## config.mk

```make
export PLATFORM = sky130hd
export DESIGN_NAME = spi_regbank_burst
export DESIGN_NICKNAME = d
export VERILOG_FILES = /design/src/rtl/spi_regbank_burst.sv
export SDC_FILE = /design/constraint.sdc
export NUM_CORES = 1
export LEC_CHECK = 0
export ABC_AREA = 1
export ABC_CLOCK_PERIOD_IN_PS = 2900
export BUFFER_PORTS_ARGS = -buffer_cell sky130_fd_sc_hd__buf_4
export CELL_PAD_IN_SITES_DETAIL_PLACEMENT = 0
export CELL_PAD_IN_SITES_GLOBAL_PLACEMENT = 1
export CORE_MARGIN = 5
export CORE_UTILIZATION = 39
export CTS_BUF_LIST = sky130_fd_sc_hd__clkbuf_4 sky130_fd_sc_hd__clkbuf_8
export DETAILED_ROUTE_END_ITERATION = 10
export GPL_TIMING_DRIVEN = 0
export PLACE_DENSITY = 0.82
export SLEW_MARGIN = 20
export SYNTH_ARGS = -nofsm -noshare
export SYNTH_HDL_FRONTEND = slang
export SYNTH_SLANG_ARGS = --single-unit
```

## constraint.sdc

```tcl
create_clock -name clk -period 2.9 [get_ports clk]
set_input_delay 0.435 -clock clk [delete_from_list [all_inputs] [get_ports clk]]
set_output_delay 0.435 -clock clk [all_outputs]
set_load 0.01 [all_outputs]
```

## src/rtl/spi_regbank_burst.sv

```systemverilog
// SPI slave config/status register bank; all four SPI modes, mode latched per transaction.
// Define SPI_REGBANK_BURST_EN for multi-word bursts with address auto-increment.
module spi_regbank_burst #(
   parameter int unsigned          NUM_CFG       = 8,
   parameter int unsigned          NUM_STATUS    = 8,
   parameter int unsigned          REG_WIDTH     = 8,
   parameter int unsigned          ADDR_WIDTH    = 7,
   parameter int unsigned          SYNC_STAGES   = 2,
   parameter logic [REG_WIDTH-1:0] CFG_RESET_VAL = '0
) (
   input  logic                            clk,
   input  logic                            rst,
   input  logic                            cpol,
   input  logic                            cpha,
   input  logic                            spi_cs_n,
   input  logic                            spi_clk,
   input  logic                            spi_mosi,
   output logic                            spi_miso,
   output logic                            spi_miso_oe,
   input  logic [NUM_STATUS*REG_WIDTH-1:0] status_regs,
   output logic [NUM_CFG*REG_WIDTH-1:0]    config_regs,
   output logic [NUM_CFG-1:0]              cfg_wr_pulse
);

   localparam int unsigned NUM_REGS = NUM_CFG + NUM_STATUS;
   localparam int unsigned SR_W     = (REG_WIDTH > ADDR_WIDTH + 1) ? REG_WIDTH : ADDR_WIDTH + 1;
   localparam int unsigned CNT_W    = $clog2(SR_W) + 1;

   typedef enum logic [2:0] {StIdle, StCmd, StRdata, StWdata, StDone} state_e;

   state_e                 state_q, state_d;
   logic [SYNC_STAGES-1:0] cs_sync, sclk_sync, mosi_sync, cpol_sync, cpha_sync;
   logic                   cs_s, sclk_s, mosi_s;
   logic                   cs_prev_q, sclk_prev_q;
   logic                   cpol_q, cpol_d, cpha_q, cpha_d;
   logic [CNT_W-1:0]       cnt_q, cnt_d;
   logic [ADDR_WIDTH-1:0]  addr_q, addr_d, addr_inc, cmd_addr, rd_addr;
   logic [SR_W-2:0]        rx_q, rx_d;
   logic [REG_WIDTH-1:0]   tx_q, tx_d, rd_data, wdata;
   logic                   skip_q, skip_d;
   logic [REG_WIDTH-1:0]   cfg_q [NUM_CFG];
   logic [REG_WIDTH-1:0]   cfg_d [NUM_CFG];
   logic [NUM_CFG-1:0]     pulse_q, pulse_d;
   logic                   cs_fall, cs_rise, sclk_rise, sclk_fall, lead, trail, sample, shift;
   logic                   cmd_rw;

   assign cs_s   = cs_sync[SYNC_STAGES-1];
   assign sclk_s = sclk_sync[SYNC_STAGES-1];
   assign mosi_s = mosi_sync[SYNC_STAGES-1];

   assign cs_fall   = cs_prev_q & ~cs_s;
   assign cs_rise   = ~cs_prev_q & cs_s;
   assign sclk_rise = ~sclk_prev_q & sclk_s;
   assign sclk_fall = sclk_prev_q & ~sclk_s;
   assign lead      = cpol_q ? sclk_fall : sclk_rise;
   assign trail     = cpol_q ? sclk_rise : sclk_fall;
   assign sample    = cpha_q ? trail : lead;
   assign shift     = cpha_q ? lead : trail;

   assign cmd_rw   = rx_q[ADDR_WIDTH-1];
   assign cmd_addr = {rx_q[ADDR_WIDTH-2:0], mosi_s};
   assign wdata    = {rx_q[REG_WIDTH-2:0], mosi_s};
   assign addr_inc = (addr_q == ADDR_WIDTH'(NUM_REGS - 1)) ? '0 : addr_q + ADDR_WIDTH'(1);
   assign rd_addr  = (state_q == StCmd) ? cmd_addr : addr_inc;

   always_comb begin
      rd_data = '0;
      for (int unsigned k = 0; k < NUM_CFG; k++) begin
         if (rd_addr == ADDR_WIDTH'(k)) rd_data = cfg_q[k];
      end
      for (int unsigned k = 0; k < NUM_STATUS; k++) begin
         if (rd_addr == ADDR_WIDTH'(NUM_CFG + k)) rd_data = status_regs[k*REG_WIDTH +: REG_WIDTH];
      end
   end

   always_comb begin
      state_d = state_q;
      cpol_d  = cpol_q;
      cpha_d  = cpha_q;
      cnt_d   = cnt_q;
      addr_d  = addr_q;
      rx_d    = rx_q;
      tx_d    = tx_q;
      skip_d  = skip_q;
      cfg_d   = cfg_q;
      pulse_d = '0;
      if (cs_rise && state_q != StIdle) begin
         state_d = StIdle;
      end else begin
         unique case (state_q)
            StIdle: begin
               if (cs_fall) begin
                  state_d = StCmd;
                  cnt_d   = '0;
                  cpol_d  = cpol_sync[SYNC_STAGES-1];
                  cpha_d  = cpha_sync[SYNC_STAGES-1];
               end
            end
            StCmd: begin
               if (sample) begin
                  rx_d = {rx_q[SR_W-3:0], mosi_s};
                  if (cnt_q == CNT_W'(ADDR_WIDTH)) begin
                     cnt_d  = '0;
                     addr_d = cmd_addr;
                     if (cmd_rw) begin
                        state_d = StWdata;
                     end else begin
                        state_d = StRdata;
                        tx_d    = rd_data;
                        skip_d  = 1'b1;
                     end
                  end else begin
                     cnt_d = cnt_q + CNT_W'(1);
                  end
               end
            end
            StRdata: begin
               // The first shift edge after a load must leave the MSB on the line.
               if (shift) begin
                  if (skip_q) skip_d = 1'b0;
                  else        tx_d   = {tx_q[REG_WIDTH-2:0], 1'b0};
               end
               if (sample) begin
                  if (cnt_q == CNT_W'(REG_WIDTH - 1)) begin
                     cnt_d = '0;
`ifdef SPI_REGBANK_BURST_EN
                     addr_d = addr_inc;
                     tx_d   = rd_data;
                     skip_d = 1'b1;
`else
                     state_d = StDone;
`endif
                  end else begin
                     cnt_d = cnt_q + CNT_W'(1);
                  end
               end
            end
            StWdata: begin
               if (sample) begin
                  rx_d = {rx_q[SR_W-3:0], mosi_s};
                  if (cnt_q == CNT_W'(REG_WIDTH - 1)) begin
                     cnt_d = '0;
                     for (int unsigned k = 0; k < NUM_CFG; k++) begin
                        if (addr_q == ADDR_WIDTH'(k)) begin
                           cfg_d[k]   = wdata;
                           pulse_d[k] = 1'b1;
                        end
                     end
`ifdef SPI_REGBANK_BURST_EN
                     addr_d = addr_inc;
`else
                     state_d = StDone;
`endif
                  end else begin
                     cnt_d = cnt_q + CNT_W'(1);
                  end
               end
            end
            StDone: ;
            default: state_d = StIdle;
         endcase
      end
   end

   always_ff @(posedge clk) begin
      if (rst) begin
         // cs sync resets low so a select held across reset never looks like a new falling edge.
         cs_sync     <= '0;
         sclk_sync   <= '0;
         mosi_sync   <= '0;
         cpol_sync   <= '0;
         cpha_sync   <= '0;
         cs_prev_q   <= 1'b0;
         sclk_prev_q <= 1'b0;
         state_q     <= StIdle;
         cpol_q      <= 1'b0;
         cpha_q      <= 1'b0;
         cnt_q       <= '0;
         addr_q      <= '0;
         rx_q        <= '0;
         tx_q        <= '0;
         skip_q      <= 1'b0;
         pulse_q     <= '0;
         for (int unsigned k = 0; k < NUM_CFG; k++) cfg_q[k] <= CFG_RESET_VAL;
      end else begin
         cs_sync     <= {cs_sync[SYNC_STAGES-2:0], spi_cs_n};
         sclk_sync   <= {sclk_sync[SYNC_STAGES-2:0], spi_clk};
         mosi_sync   <= {mosi_sync[SYNC_STAGES-2:0], spi_mosi};
         cpol_sync   <= {cpol_sync[SYNC_STAGES-2:0], cpol};
         cpha_sync   <= {cpha_sync[SYNC_STAGES-2:0], cpha};
         cs_prev_q   <= cs_s;
         sclk_prev_q <= sclk_s;
         state_q     <= state_d;
         cpol_q      <= cpol_d;
         cpha_q      <= cpha_d;
         cnt_q       <= cnt_d;
         addr_q      <= addr_d;
         rx_q        <= rx_d;
         tx_q        <= tx_d;
         skip_q      <= skip_d;
         pulse_q     <= pulse_d;
         cfg_q       <= cfg_d;
      end
   end

   for (genvar k = 0; k < NUM_CFG; k++) begin : g_cfg
      assign config_regs[k*REG_WIDTH +: REG_WIDTH] = cfg_q[k];
   end

   assign cfg_wr_pulse = pulse_q;
   assign spi_miso     = (state_q == StRdata) && !cs_s && tx_q[REG_WIDTH-1];
   assign spi_miso_oe  = !cs_s && (cs_fall || state_q != StIdle);

endmodule

```

# [Yosys cells after proc, flatten, opt, wreduce, memory -nomap -nowiden]
# Cells that the tools add are included.
[word_totals] latchBits=0 mem_bits_ro=0 input_bits=71 mem_bits_rw=0 ff_bits=116 out_inout_bits=74 mem_count=0
[classes] n_eq_ne=37 bitwise_logic=13 n_mux=52 magnitude_cmp=0 shifts=0 div=0 addsub=2 n_reduce_logical=32 mul=0
[op_table] operator="$mux 8" count=21
[op_table] operator="$eq 7x4->1 const B" count=9
[op_table] operator="$eq 7x3->1 const B" count=8
[op_table] operator="$reduce_and 5->1" count=8
[op_table] operator="$eq 7x2->1 const B" count=4
[op_table] operator="$mux 1" count=17
[op_table] operator="$pmux 8 s2" count=1
[op_table] operator="$mux 3" count=5
[op_table] operator="$eq 7x1->1 const B" count=2
[op_table] operator="$logic_not 7->1" count=2
[op_table] operator="$mux 7" count=2
[op_table] operator="$mux 4" count=3
[op_table] operator="$pmux 3 s4" count=1
[op_table] operator="$reduce_and 6->1" count=2
[op_table] operator="$ne 2x2->1 const B" count=5
[op_table] operator="$not 1->1" count=9
[op_table] operator="$ne 2x1->1 const B" count=4
[op_table] operator="$pmux 4 s2" count=1
[op_table] operator="$reduce_and 4->1" count=2
[op_table] operator="$add 7x1->7 const B" count=1
[op_table] operator="$reduce_and 7->1" count=1
[op_table] operator="$eq 3x2->1 const B" count=2
[op_table] operator="$reduce_and 3->1" count=2
[op_table] operator="$reduce_or 2->1" count=3
[op_table] operator="other kinds (14)" count=21

# [Longest topological paths before layout]
[logic_depth] word_depth=24 ltp_mapped=22

# [Worst setup path after synthesis]
# Ideal clock, no wire load.
[synth_timing] path_kind="register to register" start="register addr_q[0]" end="register tx_q[3]" slack_ps=719 path_stages_with_launch=17 t_arrival_ps=2049 n_path_buf=1 synth_period_minus_slack_ps=2181 cell_sequence="dfxtp_1 -> ha_1 -> nand2_1 -> inv_1 -> nand3_1 -> nor2_1 -> nor2_1 -> a21oi_2 -> buf_4 -> nand3_1 -> or2_1 -> nand2_1 -> nand4_1 -> nand2_1 -> nand4_1 -> o21bai_1 -> a21oi_1"
[synth_via] elab_chain_cells=24 elab_cells_between_ends=40 classes_between="add/sub: 1; eq/ne: 16; mux: 22; reduce/logical: 1"
[synth_lines] element="start: declaration" line_no="37" rtl="logic [ADDR_WIDTH-1:0] addr_q, addr_d, addr_inc, cmd_addr, rd_addr;"
[synth_lines] element="start signal: assignment" line_no="197" rtl="addr_q <= addr_d;"
[synth_lines] element="$add 7x1->7 or $eq 7x4->1 (tied branches)" line_no="63" rtl="assign addr_inc = (addr_q == ADDR_WIDTH'(NUM_REGS - 1)) ? '0 : addr_q + ADDR_WIDTH'(1);"
[synth_lines] element="$mux 7 *" line_no="63"
[synth_lines] element="$mux 7 *" line_no="64" rtl="assign rd_addr = (state_q == StCmd) ? cmd_addr : addr_inc;"
[synth_lines] element="$logic_not 7->1" line_no="69" rtl="if (rd_addr == ADDR_WIDTH'(k)) rd_data = cfg_q[k];"
[synth_lines] element="$mux 8 (8 in a row)" line_no="69"
[synth_lines] element="$mux 8 (7 in a row)" line_no="72" rtl="if (rd_addr == ADDR_WIDTH'(NUM_CFG + k)) rd_data = status_regs[k*REG_WIDTH +: REG_WIDTH];"
[synth_lines] element="$mux 8 *" line_no="72"
[synth_lines] element="$mux 8 *" line_no="105" rtl="if (cmd_rw) begin"
[synth_lines] element="$mux 8 *" line_no="102" rtl="if (cnt_q == CNT_W'(ADDR_WIDTH)) begin"
[synth_lines] element="$mux 8 *" line_no="100" rtl="if (sample) begin"
[synth_lines] element="$pmux 8 s2 *" line_no="90" rtl="unique case (state_q)"
[synth_lines] element="end signal: assignment" line_no="199" rtl="tx_q <= tx_d;"
[synth_lines] element="end: declaration" line_no="39" rtl="logic [REG_WIDTH-1:0] tx_q, tx_d, rd_data, wdata;"
# Mark *: on every way between the ends. The rest lies on a longest branch, timed or not. The select of a mux whose other input is x is not followed.
# A chain may end at the register's enable or synchronous reset.

# [Worst setup path in the final report]
[layout_timing] start="register state_q[0]" end="register tx_q[7]"
[layout_via] elab_chain_cells=23 elab_cells_between_ends=49 classes_between="eq/ne: 22; mux: 21; bitwise: 1; reduce/logical: 5"
[layout_lines] element="start: declaration" line_no="31" rtl="state_e state_q, state_d;"
[layout_lines] element="start signal: assignment" line_no="175" rtl="state_q <= StIdle;"
[layout_lines] element="start signal: assignment" line_no="193" rtl="state_q <= state_d;"
[layout_lines] element="$eq 3x1->1" line_no="64, 90"
[layout_lines] element="$mux 7" line_no="64"
[layout_lines] element="$logic_not 7->1" line_no="69"
[layout_lines] element="$mux 8 (8 in a row)" line_no="69"
[layout_lines] element="$mux 8 (8 in a row)" line_no="72"
[layout_lines] element="$mux 8" line_no="105"
[layout_lines] element="$mux 8" line_no="102"
[layout_lines] element="$mux 8" line_no="100"
[layout_lines] element="$pmux 8 s2" line_no="90"
# Parallel ways exist; a longest one is shown, timed or not. The select of a mux whose other input is x is not followed.

==> results by group <==
Clocking
  • Largest buffer count on any clock path: 2
  • CTS sink count: 116
  • CTS tree: yes
  • Root Buffer: clkbuf_8
  • Total CTS buffers: 17
  • Clock transition at path regs: 80 ps
  • Clk Latency, worst-skew pair: 450 ps
  • CTS H-tree lvls: 4
  • Hold buffer count at cts: 0

Drt
  • First-pass iteration count of the detailed router: 5
  • Vias/cell: 5.09
  • WL/cell: 17.0 um
  • WL final: 20300 um
  • Final ANT Viol Nets: 0
  • Initial DRC count: 439
  • Post-route DRC: 0
  • Via count: 6070

Critical path
  • CP delay by family, top: simple AND/OR/NAND/NOR gates
  • Worst EP required: 3200 ps
  • CP most frequent cell: nand2_1
  • R2R depth: 17
  • Crit-path max cell delay: 410 ps
  • Kind of critical path: reg2reg
  • Crit start category: register
  • Reg2reg start: state_q[0]$_SDFFE_PP0P_
  • Crit path buffers/inverters: 1
  • Critical path, cell by cell: nand2_1, nor2_4, nand2_1, nand2_2, inv_2, nand2_1, nor2_4, nand3_1, nand3_1, nor2_1, nand4_1, nor2_2, nand4_1, nor2_1, nand4_1, nand2_1, a21oi_1
  • Crit path DAT: 3030 ps
  • Crit-path slowest cell: dfxtp_1
  • CP Capture Type: register
  • Flop-to-flop setup slack: 180 ps
  • Critical R2R Capture: tx_q[7]$_SDFFE_PP0P_
  • Worst-path fanout max: 8

Layout
  • Non-filler instance count after layout: 1193
  • N_diodes: 0
  • Layout cell share with drive strength beyond 1: 0.264
  • Utilization after layout: 0.530
  • # nets final: 1072
  • Synth-to-Final Area Change: 32.2%
  • Finished Cell Area: 7760 um2

Logic synthesis
  • Synth async-reset ratio: 0
  • Synthesized flop and latch total: 116
  • Synth cell types: 37
  • Post-synth net total: 908
  • Seq/Total Area, Yosys: 0.396
  • Synth Flop Type: dfxtp_1
  • Post-synth EDFFs: 0
  • Largest area contributor in the netlist: dfxtp_1
  • Commonest cells post-synth: nor2_1 (155), nand2_1 (133), dfxtp_1 (116)
  • Yosys warns: 0
  • Most common cell in the netlist: nor2_1
  • Synthesized instance count: 832
  • Area contributors post-synth: dfxtp_1 (40%), nor2_1 (9.9%), nand2_1 (8.5%)
  • Share of the synthesized area in the top cell type: 0.396
  • Area of the mapped netlist: 5870 um2
  • Mean Syn Cell Area: 7.05 um2

Floorplanning
  • Die ar.: 17600 um2
  • Core Area: 14600 um2
  • Die height: 133 um
  • Starting Density: 0.401
  • IO Count: 145
  • Die Wd: 133 um
  • Row count: 44

Status
  • Status: completed

Pwr
  • Power Density: 467 nW/um2
  • Leak Pwr: 3.35 nW
  • Tot Pwr: 3.62 mW
  • Worst vdd ir: 0.000274 V

Place
  • Cell Area, Placed: 7170 um2
  • Placed Cells: 1159
  • Post-Place Setup Slack: -241 ps
  • PortBufs: 143
  • GPL Wtd Cong: 0.864
  • Hpwl dp: 15400 um

Timing
  • Max-slew violations: 0
  • Final Hold Fails: 0
  • Worst Skew: 11.1 ps
  • Setup violators final: 0
  • Max-slew headroom: 0.380
  • Setup TNS Final: 0 ps
  • Hold_ws: 195 ps
  • Clock period minus worst slack: 2720 ps
  • Setup slack after layout: 177 ps
  • Final period util: 0.939
  • Slew @ Worst Pin: 923 ps
  • Max Fclk: 367 MHz

Worst hold path
  • Startpoint of the worst hold path: spi_cs_n
  • Hold path cells: 3
  • Hold Crit Class: in2reg
  • Hold EP: cs_sync[0]$_SDFF_PP0_

GRT
  • Vias in the first global route: 5637
  • Grt ovf: 0
  • Initial antenna violation count: 0
  • Global-route wire length before repair: 31500 um
  • Largest net degree at the start of global routing: 17
  • GRT Overall Usage: 0.228

Run
  • MaxCap Viol Count: 0
==> metal layers <==
metal	track usage	share of wire	vias up
met5	0	0	-
met4	0.0803	0.020	0
met3	0.0505	0.064	28
met2	0.335	0.43	196
met1	0.329	0.49	2766
li1	-	-	3080
==> cells in the final DEF, fill, tap and decap left out, types with 2 or more instances in the layout <==
| cell | synthesis | layout |
|---|---|---|
| a211oi_1 | 56 | 56 |
| a211oi_2 | 11 | 11 |
| a21oi_1 | 42 | 42 |
| buf_1 | 2 | 2 |
| buf_4 | 2 | 145 |
| buf_6 | 4 | 8 |
| bufinv_16 | 0 | 3 |
| clkbuf_1 | 17 | 16 |
| clkbuf_8 | 0 | 17 |
| clkinv_2 | 0 | 3 |
| clkinv_4 | 0 | 2 |
| clkinvlp_4 | 0 | 5 |
| dfxtp_1 | 116 | 113 |
| dfxtp_4 | 0 | 2 |
| ha_1 | 5 | 4 |
| inv_1 | 107 | 107 |
| inv_2 | 10 | 10 |
| inv_4 | 1 | 2 |
| inv_6 | 0 | 3 |
| nand2_1 | 133 | 128 |
| nand2_2 | 2 | 6 |
| nand3_1 | 56 | 51 |
| nand3_2 | 1 | 6 |
| nand4_1 | 27 | 27 |
| nor2_1 | 155 | 143 |
| nor2_2 | 14 | 20 |
| nor2_4 | 0 | 6 |
| nor3_1 | 6 | 6 |
| nor4_4 | 6 | 6 |
| o21ai_0 | 36 | 35 |
| o21ai_1 | 3 | 4 |
| o21bai_1 | 2 | 2 |
| or2_2 | 2 | 2 |
==> repair_timing <==
| item | 4_1_cts | 5_1_grt |
|---|---|---|
| buffers inserted | 0 | 1 |
| setup endpoints to repair | 8 | 8 |
| pin swaps | 0 | 9 |
| gates cloned | 0 | 1 |
| resized for setup | 5 | 48 |
==> flip-flops by register name, indices dropped and copies added, names as in the netlist <==
register and count:
cfg_wr_pulse 8, tx_q 8, rx_q 7, skip_q 1, sclk_sync 2, cpha_q 1
cpol_q 1, cs_prev_q 1, cnt_q 4, cpol_sync 2, cpha_sync 2, addr_q 7
mosi_sync 2, state_q 3, config_regs 64, cs_sync 2, sclk_prev_q 1
==> cells by family after synthesis <==
group,share of synthesized area
simple gates,0.315
mux,0.00171
buf+inv,0.102
flops,0.396
fa+ha+maj,0.0107
compound gates,0.175
==> layout make-up <==
cell class	count	area [um2]
clock buffers	17	234
clock inverters	15	181
multi-input cells	568	3070
well taps	184	230
flip-flops and latches	116	2330
plain buffers	27	159
fillers	1484	6890
inverters	121	460
repair buffers	145	1090
==> worst register-to-register path: stages (launching register included) <==
cell and delay (ps):
dfxtp_1 410, nand2_1 160, nor2_4 210, nand2_1 90
nand2_2 160, inv_2 70, nand2_1 190, nor2_4 110
nand3_1 90, nand3_1 80, nor2_1 130, nand4_1 150
nor2_2 150, nand4_1 130, nor2_1 130, nand4_1 140
nand2_1 130, a21oi_1 70
==> power by group <==
group | total (mW) | internal [mW] | switching, mW
Clock | 1.59 | 0.854 | 0.734
Combinational | 0.398 | 0.138 | 0.260
Sequential | 1.63 | 1.61 | 0.0221
Total | 3.62 | 2.60 | 1.02
==> how the worst max path moves through the flow <==
stage / start / end / slack, ps / depth (start not counted)
5_1_grt: addr_q[0]$_SDFFE_PP0P_ / tx_q[6]$_SDFFE_PP0P_ / -20 / 19
2_1_floorplan: addr_q[0]$_SDFFE_PP0P_ / tx_q[3]$_SDFFE_PP0P_ / 720 / 16
4_1_cts: addr_q[1]$_SDFFE_PP0P_ / tx_q[1]$_SDFFE_PP0P_ / 1 / 18
3_3_place_gp: rx_q[4]$_SDFFE_PP0P_ / tx_q[1]$_SDFFE_PP0P_ / -270 / 18
3_5_place_dp: rx_q[4]$_SDFFE_PP0P_ / tx_q[1]$_SDFFE_PP0P_ / -240 / 18
6_report: state_q[0]$_SDFFE_PP0P_ / tx_q[7]$_SDFFE_PP0P_ / 180 / 17
Note: power is estimated with default switching activity, not from simulation.
